**src/rtl/seq_001001_gen_if.sv**
```systemverilog
`default_nettype none
// ============================================================================
//  Module   : seq_001001_gen_if
//  Brief    : Control/status bundle between an upstream requester and the
//             001001 serial pattern generator.
//  Revision : 1.0 - initial release
// ============================================================================
interface seq_001001_gen_if #(
    parameter int CNT_W = 4,
    parameter int GAP_W = 3
);
    logic             start;
    logic [CNT_W-1:0] rep_cnt;
    logic [GAP_W-1:0] gap_len;
    logic             abort;
    logic             dout;
    logic             dvalid;
    logic             frame_start;
    logic             busy;
    logic             done;

    // Requester side: issues bursts and observes the serial line.
    modport master (
        output start, rep_cnt, gap_len, abort,
        input  dout, dvalid, frame_start, busy, done
    );

    // Generator side.
    modport slave (
        input  start, rep_cnt, gap_len, abort,
        output dout, dvalid, frame_start, busy, done
    );
endinterface
`default_nettype wire

```
**src/rtl/seq_001001_gen.sv**
```systemverilog
`default_nettype none
// ============================================================================
//  Module   : seq_001001_gen
//  Brief    : Serial pattern generator. Emits PATTERN MSB-first a latched
//             number of times, optionally separated by a latched idle gap,
//             with start/busy/done handshake, per-repetition framing and a
//             synchronous abort. All outputs are registered.
//  Revision : 1.0 - initial release
// ============================================================================
module seq_001001_gen #(
    parameter int             PAT_W    = 6,
    parameter logic [PAT_W-1:0] PATTERN = 6'b001001,
    parameter int             CNT_W    = 4,
    parameter int             GAP_W    = 3,
    parameter logic           IDLE_BIT = 1'b0
) (
    input  wire               clk,
    input  wire               rst,
    seq_001001_gen_if.slave   bus
);

    localparam int              IDX_W    = $clog2(PAT_W);
    localparam logic [IDX_W-1:0] LAST_IDX = IDX_W'(PAT_W - 1);

    typedef enum logic [1:0] {
        S_IDLE = 2'd0,
        S_SEND = 2'd1,
        S_GAP  = 2'd2
    } state_t;

    state_t           state_q, state_d;
    logic [IDX_W-1:0] idx_q, idx_d;          // bit index of the bit on the line
    logic [CNT_W-1:0] rem_q, rem_d;          // repetitions left, including current
    logic [GAP_W-1:0] gap_q, gap_d;          // latched gap length
    logic [GAP_W-1:0] gap_cnt_q, gap_cnt_d;  // gap cycles left after the current one
    logic             dout_q, dout_d;
    logic             dvalid_q, dvalid_d;
    logic             frame_start_q, frame_start_d;
    logic             busy_q, busy_d;
    logic             done_q, done_d;

    // Pattern reordered so that index 0 is the first bit on the wire.
    logic [PAT_W-1:0] w_pat_rev;

    for (genvar i = 0; i < PAT_W; i++) begin : g_rev
        assign w_pat_rev[i] = PATTERN[PAT_W-1-i];
    end

    // Next-state and next-output logic; the state register holds what the
    // line shows in the current cycle, so outputs follow directly from state_d.
    always_comb begin
        state_d       = state_q;
        idx_d         = idx_q;
        rem_d         = rem_q;
        gap_d         = gap_q;
        gap_cnt_d     = gap_cnt_q;
        dout_d        = IDLE_BIT;
        dvalid_d      = 1'b0;
        frame_start_d = 1'b0;
        busy_d        = 1'b0;
        done_d        = 1'b0;

        case (state_q)
            S_IDLE: begin
                // abort in IDLE suppresses a simultaneous start.
                if (bus.start && !bus.abort && (bus.rep_cnt != '0)) begin
                    rem_d   = bus.rep_cnt;
                    gap_d   = bus.gap_len;
                    idx_d   = '0;
                    state_d = S_SEND;
                end
            end

            S_SEND: begin
                if (bus.abort) begin
                    state_d = S_IDLE;
                    idx_d   = '0;
                    rem_d   = '0;
                end else if (idx_q != LAST_IDX) begin
                    idx_d = idx_q + 1'b1;
                end else if (rem_q != CNT_W'(1)) begin
                    if (gap_q == '0) begin
                        // Back-to-back: next repetition starts with no bubble.
                        rem_d = rem_q - 1'b1;
                        idx_d = '0;
                    end else begin
                        state_d   = S_GAP;
                        gap_cnt_d = gap_q - 1'b1;
                    end
                end else begin
                    state_d = S_IDLE;
                    idx_d   = '0;
                    rem_d   = '0;
                    done_d  = 1'b1;
                end
            end

            S_GAP: begin
                if (bus.abort) begin
                    state_d   = S_IDLE;
                    idx_d     = '0;
                    rem_d     = '0;
                    gap_cnt_d = '0;
                end else if (gap_cnt_q == '0) begin
                    state_d = S_SEND;
                    rem_d   = rem_q - 1'b1;
                    idx_d   = '0;
                end else begin
                    gap_cnt_d = gap_cnt_q - 1'b1;
                end
            end

            default: begin
                state_d = S_IDLE;
            end
        endcase

        if (state_d == S_SEND) begin
            dout_d        = w_pat_rev[idx_d];
            dvalid_d      = 1'b1;
            busy_d        = 1'b1;
            frame_start_d = (idx_d == '0);
        end else if (state_d == S_GAP) begin
            busy_d = 1'b1;
        end
    end

    // State, counter and output registers with synchronous reset.
    always_ff @(posedge clk) begin
        if (rst) begin
            state_q       <= S_IDLE;
            idx_q         <= '0;
            rem_q         <= '0;
            gap_q         <= '0;
            gap_cnt_q     <= '0;
            dout_q        <= IDLE_BIT;
            dvalid_q      <= 1'b0;
            frame_start_q <= 1'b0;
            busy_q        <= 1'b0;
            done_q        <= 1'b0;
        end else begin
            state_q       <= state_d;
            idx_q         <= idx_d;
            rem_q         <= rem_d;
            gap_q         <= gap_d;
            gap_cnt_q     <= gap_cnt_d;
            dout_q        <= dout_d;
            dvalid_q      <= dvalid_d;
            frame_start_q <= frame_start_d;
            busy_q        <= busy_d;
            done_q        <= done_d;
        end
    end

    assign bus.dout        = dout_q;
    assign bus.dvalid      = dvalid_q;
    assign bus.frame_start = frame_start_q;
    assign bus.busy        = busy_q;
    assign bus.done        = done_q;

endmodule
`default_nettype wire

```
**src/flat_wrapper.sv**
```systemverilog
// flat-port wrapper written by rule: the top's interface ports become plain ports
module seq_001001_gen_flat 
#(
    parameter int             PAT_W    = 6,
    parameter logic [PAT_W-1:0] PATTERN = 6'b001001,
    parameter int             CNT_W    = 4,
    parameter int             GAP_W    = 3,
    parameter logic           IDLE_BIT = 1'b0
)
  (clk, rst, bus_start, bus_rep_cnt, bus_gap_len, bus_abort, bus_dout, bus_dvalid, bus_frame_start, bus_busy, bus_done);
  seq_001001_gen_if #(.CNT_W(CNT_W), .GAP_W(GAP_W)) bus_i ();
  input  wire clk;
  input  wire rst;
  input wire logic [$bits(bus_i.start)-1:0] bus_start;
  input wire logic [$bits(bus_i.rep_cnt)-1:0] bus_rep_cnt;
  input wire logic [$bits(bus_i.gap_len)-1:0] bus_gap_len;
  input wire logic [$bits(bus_i.abort)-1:0] bus_abort;
  output wire logic [$bits(bus_i.dout)-1:0] bus_dout;
  output wire logic [$bits(bus_i.dvalid)-1:0] bus_dvalid;
  output wire logic [$bits(bus_i.frame_start)-1:0] bus_frame_start;
  output wire logic [$bits(bus_i.busy)-1:0] bus_busy;
  output wire logic [$bits(bus_i.done)-1:0] bus_done;
  assign bus_i.start = bus_start;
  assign bus_i.rep_cnt = bus_rep_cnt;
  assign bus_i.gap_len = bus_gap_len;
  assign bus_i.abort = bus_abort;
  assign bus_dout = bus_i.dout;
  assign bus_dvalid = bus_i.dvalid;
  assign bus_frame_start = bus_i.frame_start;
  assign bus_busy = bus_i.busy;
  assign bus_done = bus_i.done;
  seq_001001_gen #(.PAT_W(PAT_W), .PATTERN(PATTERN), .CNT_W(CNT_W), .GAP_W(GAP_W), .IDLE_BIT(IDLE_BIT)) u_core (.clk(clk), .rst(rst), .bus(bus_i));
endmodule
```
**config.mk**
```make
export PLATFORM = sky130hd
export DESIGN_NAME = seq_001001_gen_flat
export DESIGN_NICKNAME = d
export VERILOG_FILES = /design/src/rtl/seq_001001_gen_if.sv /design/src/rtl/seq_001001_gen.sv /design/src/flat_wrapper.sv
export SDC_FILE = /design/constraint.sdc
export NUM_CORES = 1
export LEC_CHECK = 0
export ABC_AREA = 1
export CORE_MARGIN = 3
export CORE_UTILIZATION = 49
export DETAILED_ROUTE_END_ITERATION = 16
export PLACE_DENSITY = 0.73
export SLEW_MARGIN = 20
export SYNTH_ARGS = -nofsm -noshare
export SYNTH_HDL_FRONTEND = slang
export SYNTH_SLANG_ARGS = --single-unit
```
**constraint.sdc**
```tcl
create_clock -name clk -period 1.95 [get_ports clk]
set_clock_uncertainty 0.2 [all_clocks]
set_input_delay 0.2925 -clock clk [delete_from_list [all_inputs] [get_ports clk]]
set_output_delay 0.2925 -clock clk [all_outputs]
set_load 0.02 [all_outputs]
```
# Word-level counts from Yosys, hierarchy flattened
# Memories as Yosys holds them, arrays and structs flattened. A register that Yosys moved wholly into a read port is not among the register bits.
# Cells that the tools add are included.
# word_totals
register_bits	19
rom_bits	8
in_bits	11
output_inout_bits	5
wordCells	81
n_memories	1
# memory_table
name	depth	word_bits	rd	rd_clocked_by_memory_dff	write_ports	line	rtl
(no name shown)	8	1	1	1	0	seq_001001_gen.sv:119	dout_d = w_pat_rev[idx_d];
# op_classes
add_sub_neg	4
n_eq_ne	15
muxes	35
bitwise	2
reduce_logical	15
# ops
cell	count
$mux W3	13
$mux W4	7
$mux W2	7
$pmux W4 S3	1
$logic_not A3 Y1	3
$ne A3 B3 Y1 const B	3
$pmux W3 S3	1
$ne A2 B2 Y1 const B	3
$pmux W2 S3	1
$pmux W3 S2	1
$reduce_and A6 Y1	1
$sub A3 B1 Y3 const B	2
$reduce_and A5 Y1	1
$eq A2 B1 Y1 const B	2
$eq A2 B2 Y1 const B	2
$mux W1	4
$ne A2 B1 Y1 const B	2
$ne A4 B1 Y1 const B	1
$ne A4 B4 Y1 const B	1
$reduce_bool A4 Y1	1
$reduce_or A4 Y1	1
$sub A4 B1 Y4 const B	1
$add A3 B1 Y3 const B	1
$ne A3 B2 Y1 const B	1
other kinds (8)	10

# Depth between registers and ports, before layout
# depth
ltp_word	9
ltp_mapped	16
ltp_nobuf	16

# Worst setup path before layout
# No wires, ideal clock.
# synth_path
path_type	register to register
start	register u_core.idx_q[0]
end	register u_core.dout_q (netlist: u_core.bus.dout)
setup_ns	0.110
arrival_time_ns	1.615
required_ns	1.640
path_slack_ns	0.024
stages_incl_launch_ff	16
n_path_buf	0
cell_sequence	dfxtp_1 > ha_1 > nand2_2 > inv_2 > nand2_1 > nand2_1 > nor2_1 > o21ai_1 > nand2_1 > nand2_1 > inv_1 > ha_1 > nand2_1 > inv_1 > nand2_1 > nor2_1
# synth_between
elab_chain_len	7
elab_cells_between_ends	16
# synth_lines
element	line	rtl
start: declaration	seq_001001_gen.sv:32	logic [IDX_W-1:0] idx_q, idx_d;
start signal: assignment	seq_001001_gen.sv:143	idx_q <= idx_d;
$ne A3 B3 Y1	seq_001001_gen.sv:79	end else if (idx_q != LAST_IDX) begin
$mux W2	seq_001001_gen.sv:79	
$mux W2	seq_001001_gen.sv:75	if (bus.abort) begin
$pmux W2 S3	seq_001001_gen.sv:63	case (state_q)
named net u_core.state_d[0]	seq_001001_gen.sv:31	state_t state_q, state_d;
$eq A2 B1 Y1	seq_001001_gen.sv:118	if (state_d == S_SEND) begin
$not A1 Y1 (no line)	--	
$reduce_or A2 Y1 (no line)	--	
end: declaration	seq_001001_gen.sv:36	logic dout_q, dout_d;
# The timed path passes the listed nets, and every way through them passes these cells.
# A chain may end at the register's enable or synchronous reset.

# Worst setup path in the final report
# layout_path
start	register u_core.gap_q[0]
end	register u_core.dout_q (netlist: u_core.bus.dout)
# layout_between
elab_chain_len	9
elab_cells_between_ends	14
# layout_lines
element	line	rtl
start: declaration	seq_001001_gen.sv:34	logic [GAP_W-1:0] gap_q, gap_d;
start signal: assignment	seq_001001_gen.sv:145	gap_q <= gap_d;
$logic_not A3 Y1 (*)	seq_001001_gen.sv:82	if (gap_q == '0) begin
$mux W2	seq_001001_gen.sv:82	
$mux W2	seq_001001_gen.sv:81	end else if (rem_q != CNT_W'(1)) begin
$mux W2	seq_001001_gen.sv:79	
$mux W2	seq_001001_gen.sv:75	
$pmux W2 S3	seq_001001_gen.sv:63	
$eq A2 B1 Y1	seq_001001_gen.sv:118	
$not A1 Y1 (no line)	--	
$reduce_or A2 Y1 (no line)	--	
# Mark *: on every way between the ends. The rest lies on a longest branch, timed or not.

==> results.txt <==
most common cell after layout, fill and taps aside: nand2_1
Hold Path Class: in2reg
Hold Path End: u_core.bus.done
initial antenna violation count: 0
Post-Route Setup TNS: -0.0137 ns
Die ar.: 0.00333 mm²
CP Buf/Inv Count: 2
Hold Startpoint: bus_abort
reported leakage power: 0.902 nW
GRT Residual Overflow: 0
1st-iter DRT viols: 72
startpoint types: register
Worst EP arrival: 1.98 ns
Pwr Density: 588 mW/mm²
vias in the first global route: 1,262
Die Ht: 57.7 µm
I/O Pins: 16
Final GP Congestion: 0.907
highest net fanout along the worst path: 2
critical path, cell by cell: inv_1 > ha_1 > nand2_2 > nand3_2 > o31ai_1 > nand3_1 > ha_2 > nand2_2 > inv_2 > nand2_1 > nor2_1
sequential area share after synthesis: 0.306
kind of critical path: reg2reg
post-synthesis average cell area: 6.97 µm²
final WL: 3.82 mm
max-capacitance violation count: 0
per-cell routed wire length: 14.3 µm
RSZ-0062 raised after global routing: true
Final ANT Viol Nets: 0
crit end category: register
worst reg-to-reg setup slack: -0.01 ns
Worst R2R End: u_core.bus.dout
reg2reg path depth: 11
worst slack, placed: -0.324 ns
fin worst setup slack: -0.0137 ns
worst-margin pin slew: 0.431 ns
worst skew pair latency: 0.31 ns
worst rel slew slack: 0.713
Slew Limit Fails: 0
Max clock buf depth: 2
yosys warns: 0
synthesized area: 0.00131 mm²
First-pass DRT Iterations: 5
Antenna diodes: 0
status: complete, but fails checks
Worst VDD drop: 0.000425 V
failing checks: setup timing
CP top delay family: simple AND/OR/NAND/NOR gates
Final Hold Vio Count: 0
total vias in the final route: 1,421
synth top area cells: dfxtp_1 31%, nand2_1 13%, ha_1 12%
Final min period: 1.96 ns
largest net degree at the start of global routing: 13
Seq. cell area: 414 µm²
Die X: 57.7 µm
clk slew on worst S/H paths: 0.13 ns
CTS root buffer: clkbuf_4
CTS HTree Levels: 1
PortBufs: 15
FMAX: 0.509 GHz
core footprint: 0.00250 mm²
DR DRC count: 0
clk sink count: 20
DP HPWL: 2.45 mm
Worst path max stage delay: 0.35 ns
cts bufs inserted: 3
Syn Inst Count: 188
Multi-input gate area: 900 µm²
layout cells sized above 1: 0.354
Placement Rows: 18
Yosys top cell area share: 0.306
Yosys reg bits: 20
Unique masters post-synth: 28
most frequent CP cell: nand2_2
Setup-failing EPs final: 1
global-route usage over all layers: 0.221
final instance area: 0.00191 mm²
CP max-delay cell: dfxtp_2
Layout Nets: 262
Post-Syn Nets: 212
CTS tree: built
Syn-to-layout area delta: 45.7%
Required @ worst endpoint: 1.97 ns
# fillers: 174
first-pass GRT wire length: 5.62 mm
Hold Path Stages: 2
Synth area leader: dfxtp_1
Starting Density: 0.524
highest-count cells in the layout ignoring fill and taps: 40 x nand2_1, 31 x buf_4, 20 x inv_1, 20 x nor2_1, 14 x clkdlybuf4s50_1
Vias per Instance: 5.32
Hold Buf Count CTS: 0
dpl cell area: 0.00166 mm²
crit share post-route: 1.01
Worst R2R Start: u_core.gap_q[0]
## worst max path at each step
stage / startpoint / cells past startpoint / to / slack (ns)
floorplan: u_core.idx_q[0] / 15 / u_core.bus.dout / 0.02
global placement: bus_abort / 13 / u_core.bus.dout / -0.20
detailed placement: bus_abort / 13 / u_core.bus.dout / -0.32
CTS: u_core.rem_q[1] / 16 / u_core.bus.dout / 0.0002
global route: u_core.gap_q[0] / 11 / u_core.bus.dout / -0.11
finish: u_core.gap_q[0] / 11 / u_core.bus.dout / -0.01
## cell usage after synthesis (all sizes together)
cell type	count
a21boi	1
nand3b	1
o211ai	1
a22o	1
nor3	2
nor2	27
nand2	51
o31ai	1
a21oi	12
or2	1
clkbuf	1
xor2	2
o21a	1
o21ai	11
clkinv	1
o22ai	2
nor4	1
inv	29
ha	13
dfxtp	20
nand3	8
nand4	1
## what timing repair did
action                     in CTS  in global routing
gates cloned                    0                  0
pin swaps                       6                 11
setup endpoints to repair       6                  9
buffers inserted                2                  7
resized for setup              20                 23
## state kept, by name, indices dropped and copies added, names as in the netlist
signal	flops
u_core.gap_cnt_q	3
u_core.bus.busy	1
u_core.bus.dout	1
u_core.gap_q	3
u_core.rem_q	4
u_core.bus.frame_start	1
u_core.bus.dvalid	1
u_core.idx_q	3
u_core.state_q	2
u_core.bus.done	1
## routing by layer
metal  GRT usage  wire length, µm  vias up
met1       0.278             1660      673
met4       0.119               87        0
met2       0.369             1890       46
met3      0.0223              175       12
li1            -                -      690
met5           0                0        -
## through the flow
| step | power, mW | hold WS, ns | std cells | util |
|---|---|---|---|---|
| final | 1.12 | 0.278 | 267 | 0.764 |
| after global routing | 1.18 | 0.299 | 267 | 0.764 |
| after CTS | 1.09 | 0.303 | 260 | 0.712 |
| after detailed placement | 0.727 | 0.285 | 254 | 0.664 |
| after global placement | 0.719 | 0.270 | 254 | 0.664 |
| after floorplan | 0.625 | 0.170 | 188 | - |
## report_power, final
part | switching [mW] | leakage (nW) | internal (mW) | total (mW)
Clock | 0.142 | 0.0279 | 0.208 | 0.350
Combinational | 0.176 | 0.707 | 0.141 | 0.317
Sequential | 0.0202 | 0.167 | 0.436 | 0.456
## cell families (layout without fill, tap and decap cells)
group	after synthesis	after routing	share of synthesized area
buffers and inverters	31	80	0.0888
AOI/OAI and AO/OA	30	30	0.152
adders and majority gates	13	13	0.124
xor gates and xnor gates	2	2	0.0134
and+or+nand+nor	92	92	0.316
DFF	20	20	0.306
## area by class of cell
class | count | area share
multi-input combinational | 137 | 0.471
sequential | 20 | 0.217
timing repair buffer | 46 | 0.202
inverter | 30 | 0.0629
tap | 30 | 0.0197
clock inverter | 1 | 0.0157
clock buffer | 3 | 0.0118
No activity file was read; power rests on OpenSTA's default activity.
